==> config.mk <==
export PLATFORM = sky130hd
export DESIGN_NAME = pe_array_sched
export DESIGN_NICKNAME = d
export VERILOG_FILES = /design/src/rtl/pe_array_sched.sv
export SDC_FILE = /design/constraint.sdc
export NUM_CORES = 1
export LEC_CHECK = 0
export ABC_AREA = 1
export CAP_MARGIN = 20
export CORE_ASPECT_RATIO = 1.75
export CORE_MARGIN = 2
export CORE_UTILIZATION = 55
export CTS_CLUSTER_SIZE = 14
export DETAILED_ROUTE_END_ITERATION = 7
export DONT_BUFFER_PORTS = 1
export HOLD_SLACK_MARGIN = 0.03
export PLACE_DENSITY = 0.7
export RECOVER_POWER = 25
export SLEW_MARGIN = 20
export SYNTH_ARGS = -nofsm -noshare
export SYNTH_HDL_FRONTEND = slang
export SYNTH_SLANG_ARGS = --single-unit
==> constraint.sdc <==
create_clock -name clk -period 1.75 [get_ports clk]
set_input_delay 0.35 -clock clk [delete_from_list [all_inputs] [get_ports clk]]
set_output_delay 0.35 -clock clk [all_outputs]
set_load 0.02 [all_outputs]
==> src/rtl/pe_array_sched.sv <==
// PE array task scheduler: start/done collection, ping-pong switch,
// and group-by-group accumulation drain with a latency-matched tag stream.
module pe_array_sched #(
   parameter int PE_NUM    = 32,
   parameter int BUF_DEPTH = 256,
   parameter int ADDR_W    = (BUF_DEPTH > 1) ? $clog2(BUF_DEPTH) : 1,
   parameter int RD_LAT    = 2,
   localparam int GRP_NUM  = PE_NUM / 4,
   localparam int GW       = (GRP_NUM > 1) ? $clog2(GRP_NUM) : 1
) (
   input  logic              clk,
   input  logic              rst,
   input  logic              task_valid,
   output logic              task_ready,
   input  logic [PE_NUM-1:0] task_pe_mask,
   input  logic              task_drain,
   input  logic [ADDR_W-1:0] task_rd_last,
   output logic [PE_NUM-1:0] start,
   input  logic [PE_NUM-1:0] done,
   output logic [PE_NUM-1:0] switch_a,
   output logic [GW-1:0]     rd_sel,
   output logic [ADDR_W-1:0] abuf_rd_addr,
   output logic              rd_valid,
   output logic              rd_last,
   output logic [GW-1:0]     rd_grp,
   output logic              busy
);

   localparam int CW = (RD_LAT > 1) ? $clog2(RD_LAT) : 1;

   typedef enum logic [2:0] {
      IDLE, START, COMPUTE, SWITCH, DRAIN, FLUSH
   } state_e;

   state_e              state_q;
   logic [PE_NUM-1:0]   mask_q;
   logic [PE_NUM-1:0]   done_seen_q;
   logic [PE_NUM-1:0]   done_seen_d;
   logic [PE_NUM-1:0]   start_q;
   logic [PE_NUM-1:0]   switch_q;
   logic                drain_q;
   logic [ADDR_W-1:0]   rdl_q;
   logic [ADDR_W-1:0]   addr_q;
   logic [GW-1:0]       grp_q;
   logic                issue_q;
   logic [CW-1:0]       flush_q;
   logic [RD_LAT-1:0]   vpipe_q;
   logic [RD_LAT-1:0]   lpipe_q;
   logic [GW-1:0]       gpipe_q [RD_LAT];

   logic [GRP_NUM-1:0]  act;
   logic [GW-1:0]       low_grp;
   logic [GW-1:0]       nxt_grp;
   logic                nxt_found;
   logic                last_rd;

   always_comb begin
      for (int g = 0; g < GRP_NUM; g++) begin
         act[g] = |mask_q[4*g +: 4];
      end
   end

   // Descending scan: the last hit is the lowest qualifying group.
   always_comb begin
      low_grp   = '0;
      nxt_grp   = '0;
      nxt_found = 1'b0;
      for (int g = GRP_NUM - 1; g >= 0; g--) begin
         if (act[g]) begin
            low_grp = GW'(g);
            if (g > int'(grp_q)) begin
               nxt_grp   = GW'(g);
               nxt_found = 1'b1;
            end
         end
      end
   end

   assign done_seen_d = done_seen_q | (done & mask_q);
   assign last_rd     = (addr_q == rdl_q) && !nxt_found;

   always_ff @(posedge clk or negedge rst) begin
      if (!rst) begin
         state_q     <= IDLE;
         mask_q      <= '0;
         done_seen_q <= '0;
         start_q     <= '0;
         switch_q    <= '0;
         drain_q     <= 1'b0;
         rdl_q       <= '0;
         addr_q      <= '0;
         grp_q       <= '0;
         issue_q     <= 1'b0;
         flush_q     <= '0;
         vpipe_q     <= '0;
         lpipe_q     <= '0;
         for (int i = 0; i < RD_LAT; i++) begin
            gpipe_q[i] <= '0;
         end
      end else begin
         vpipe_q[0] <= issue_q;
         lpipe_q[0] <= issue_q & last_rd;
         gpipe_q[0] <= grp_q;
         for (int i = 1; i < RD_LAT; i++) begin
            vpipe_q[i] <= vpipe_q[i-1];
            lpipe_q[i] <= lpipe_q[i-1];
            gpipe_q[i] <= gpipe_q[i-1];
         end
         unique case (state_q)
            IDLE: begin
               if (task_valid) begin
                  mask_q  <= task_pe_mask;
                  drain_q <= task_drain;
                  rdl_q   <= task_rd_last;
                  if (|task_pe_mask) begin
                     start_q <= task_pe_mask;
                     state_q <= START;
                  end
               end
            end
            START: begin
               start_q     <= '0;
               done_seen_q <= '0;
               state_q     <= COMPUTE;
            end
            COMPUTE: begin
               done_seen_q <= done_seen_d;
               if (done_seen_d == mask_q) begin
                  switch_q <= mask_q;
                  state_q  <= SWITCH;
               end
            end
            SWITCH: begin
               switch_q <= '0;
               if (drain_q) begin
                  grp_q   <= low_grp;
                  addr_q  <= '0;
                  issue_q <= 1'b1;
                  state_q <= DRAIN;
               end else begin
                  state_q <= IDLE;
               end
            end
            DRAIN: begin
               if (last_rd) begin
                  issue_q <= 1'b0;
                  grp_q   <= '0;
                  addr_q  <= '0;
                  flush_q <= '0;
                  state_q <= FLUSH;
               end else if (addr_q == rdl_q) begin
                  grp_q  <= nxt_grp;
                  addr_q <= '0;
               end else begin
                  addr_q <= addr_q + 1'b1;
               end
            end
            FLUSH: begin
               if (flush_q == CW'(RD_LAT - 1)) begin
                  state_q <= IDLE;
               end else begin
                  flush_q <= flush_q + 1'b1;
               end
            end
            default: state_q <= IDLE;
         endcase
      end
   end

   assign task_ready   = (state_q == IDLE);
   assign busy         = (state_q != IDLE);
   assign start        = start_q;
   assign switch_a     = switch_q;
   assign rd_sel       = grp_q;
   assign abuf_rd_addr = addr_q;
   assign rd_valid     = vpipe_q[RD_LAT-1];
   assign rd_last      = lpipe_q[RD_LAT-1];
   assign rd_grp       = gpipe_q[RD_LAT-1];

endmodule

==> flow_summary.ini <==
[route]
wirelength_um = 20050
drtPass1Iterations = 5
drt_iter0_drc = 317
wire_per_inst_um = 17.21
top_layer_used = met4
met1Wirelength_um = 7512
viasPerCell = 5.396
wl_met2_um = 10650
dr_wl_met3_um = 1253
vias = 6286
drc = 0
postRouteAntennaNets = 0

[sta]
finClkSkew_ns = 0.01365
fmax_mhz = 580.7
relSlewSlack_pct = 69.81
timing.final.crit_share_pct = 98.40
drv_slew = 0
whs_ns = -0.3731
worstMarginPinSlew_ns = 0.4488
fin_crit_ns = 1.722
rsz0062_at_grt = yes
finalSetupViolCount = 0
hold_viol = 163

[global_route]
grt_pass1_wl_um = 30730
grt_usage_pct = 27.46
grt_pass1_vias = 6136
grt_max_degree = 164
antenna_found_initial = 0
gr-total-overflow = 0

[synth]
synth_area_sq_um = 7421
ys.warnings.count = 0
async_reset_ff_share_pct = 100.0
ys_seq_elements = 163
syn_avg_cell_area_sq_um = 7.988
ys.flop_type = dfrtp_1
seq_area_frac_synth_pct = 54.97
syn_nets = 1006
synth_edf_count = 0
ys_types = 29
syn_inst = 929

[clock_network]
cts_max_level = 4
cts_tree = yes
clk-insertion-delay-late_ns = 0.42
tritoncts.num_buffers = 17
clk_transition_reported_paths_ns = 0.06
clock-sinks = 163
root_buffer = clkbuf_16
clockBufferDepth = 2

[place]
dp.cells = 1116
hpwl_um = 13860
port_buffers = 0
placed_area_sq_um = 7846
routabilityCongestion = 0.8961

[power]
power_mw = 16.54
p_leak_nw = 4.622
internal-power_mw = 9.822
clockPowerShare_pct = 24.2
switching_power_mw = 6.715
switching_share_pct = 40.61
combPwrFrac_pct = 34.5
ir_drop_mv = 1.037
powerDensity_nw_per_um2 = 1863
p_seq_share_pct = 41.3

[setup_path]
worst_ep_arrival_time_ns = 2.08
timing_worst_setup_path_type = flop to flop
cp_cell_sequence = inv_1 > nand2_1 > nand2_1 > inv_2 > nand2_1 > nor2_1 > nand2_1 > nor2_4 > nand3_4 > inv_6 > clkbuf_16 > nand2_1 > nand2_1
reg2reg_from = mask_q[12]$_DFFE_PN0P_
startpoint = mask_q[12]$_DFFE_PN0P_
critPathCaptureType = flop
critPathRequiredTime_ns = 2.11
critPathLaunchType = flop
cp_slowest_stage_delay_ns = 0.41
cpMostUsedCell = nand2_1
worstPathMaxFanout = 10
slowest_stage = dfrtp_1
crit_family = simple AND/OR/NAND/NOR gates
critPathBufInv = 4

[floorplanning]
die_w_um = 91.81
rows = 56
dieArea_sq_um = 14470
core_sq_um = 13310
ios = 158
start_util_pct = 55.74
die_y_um = 157.7

[cells_and_area]
layoutNonFillerInstCount = 1165
final_area_sq_um = 8876
nets = 1055
diodes = 0
area_growth_pct = 19.61
final_layout_size_suffix_gt1_share_pct = 17.05
utilization_pct = 66.67

[worst_hold_path]
hp-class = primary input to async pin

[flow_run]
drv_cap = 0

[run_status]
violations = negative hold slack
status = finished, violations left
==> worst register-to-register path, stage by stage (launching register included) <==
cell,delay [ns]
dfrtp_1,0.41
inv_1,0.10
nand2_1,0.06
nand2_1,0.06
inv_2,0.04
nand2_1,0.05
nor2_1,0.15
nand2_1,0.11
nor2_4,0.12
nand3_4,0.14
inv_6,0.13
clkbuf_16,0.17
nand2_1,0.06
nand2_1,0.06
==> final timing paths <==
| check | endpoint | slack (ns) | cells past startpoint |
|---|---|---|---|
| max in group asynchronous | mask_q[19]$_DFFE_PN0P_ | 1.76 | 0 |
| min in group clk | rdl_q[1]$_DFFE_PN0P_ | 0.05 | 2 |
| worst min-delay path | rdl_q[5]$_DFFE_PN0P_ | -0.37 | 0 |
| worst max register to register | switch_a[4]$_DFFE_PN0P_ | 0.03 | 13 |
| worst min register to register | lpipe_q[1]$_DFF_PN0_ | 0.35 | 0 |
| worst max-delay path | switch_a[4]$_DFFE_PN0P_ | 0.03 | 13 |
==> placed cells by master (no fill, tap or decap), drive strengths merged, types with 2 or more instances in the layout <==
cell      n
a21oi    41
buf      56
bufinv    4
clkbuf   24
clkinv    6
dfrtp   163
inv     113
nand2   335
nand3    55
nand3b   12
nand4     2
nor2     61
nor3      4
o21ai    69
o22ai    34
xor2      6
==> cell type report <==
cell class	instances	area [sq um]
multi-input cells	624	2948
well taps	174	217.7
clock inverters	11	175.2
inverters	113	429.2
repair buffers	59	553.0
fillers	1165	4437
clock buffers	21	460.4
flip-flops and latches	163	4093
==> cell usage after synthesis (2+ instances only) <==
cell type | count | share of area (%)
nand3_1 | 54 | 3.6
buf_4 | 3 | 0.30
o21ai_0 | 59 | 4.0
nand2_1 | 334 | 17
xor2_1 | 6 | 0.71
dfrtp_1 | 163 | 55
buf_1 | 3 | 0.15
o22ai_1 | 34 | 2.9
inv_1 | 104 | 5.3
o21ai_1 | 10 | 0.67
a21oi_1 | 41 | 2.8
nand3b_1 | 12 | 1.2
buf_6 | 3 | 0.46
nand4_1 | 2 | 0.17
buf_2 | 13 | 0.88
clkbuf_1 | 7 | 0.35
nor2_1 | 58 | 2.9
nor2_2 | 3 | 0.25
inv_2 | 5 | 0.25
nor3_1 | 4 | 0.27
clkinv_1 | 3 | 0.15
==> metrics by stage <==
| stage | TNS (ns) | setup WS (ns) | hold slack [ns] |
|---|---|---|---|
| 2_1_floorplan | 0 | 0.2077 | 0.05441 |
| 3_3_place_gp | 0 | 0.005194 | 0.05710 |
| 3_5_place_dp | -0.06245 | -0.01552 | 0.05635 |
| 4_1_cts | 0 | 0.007736 | -0.3880 |
| 5_1_grt | -1.150 | -0.05591 | -0.3938 |
| 6_report | 0 | 0.02802 | -0.3731 |
==> power by group through the flow <==
stage	clock network (mW)	logic (mW)	registers, mW
global route	4.19	6.47	7.02
floorplan	0	3.67	6.51
detailed placement	0	5.22	6.80
CTS	4.04	5.27	6.75
finish	4.00	5.71	6.83
global placement	0	5.10	6.75
==> registers in the layout, summed over array words and instances, names as in the netlist <==
register / flops
rdl_q: 8
abuf_rd_addr: 8
state_q: 3
drain_q: 1
gpipe_q: 3
done_seen_q: 32
lpipe_q: 2
flush_q: 1
mask_q: 32
rd_grp: 3
rd_sel: 3
vpipe_q: 2
switch_a: 32
issue_q: 1
start: 32
==> routing by layer <==
metal | global-route usage [%] | up-vias
met5 | 0 | -
met4 | 10.59 | 0
met3 | 6.806 | 36
met2 | 48.56 | 201
met1 | 32.08 | 2999
li1 | - | 3050
==> logic make-up after synthesis <==
| group | share of synthesized area (%) |
|---|---|
| buffers and inverters | 7.874 |
| xor gates and xnor gates | 0.8262 |
| adders and majority gates | 0.1686 |
| DFF | 54.97 |
| and+or+nand+nor | 25.68 |
| AOI/OAI and AO/OA | 10.49 |
==> repair_timing <==
item | in CTS | in global routing
endpoints found under the hold margin | 163 | 163
endpoints found under the setup margin | 35 | 46
gates cloned | 0 | 3
pin swaps | 0 | 12
setup buffers | 0 | 14
resized for setup | 5 | 82
Power figures use the tool's default switching activity.
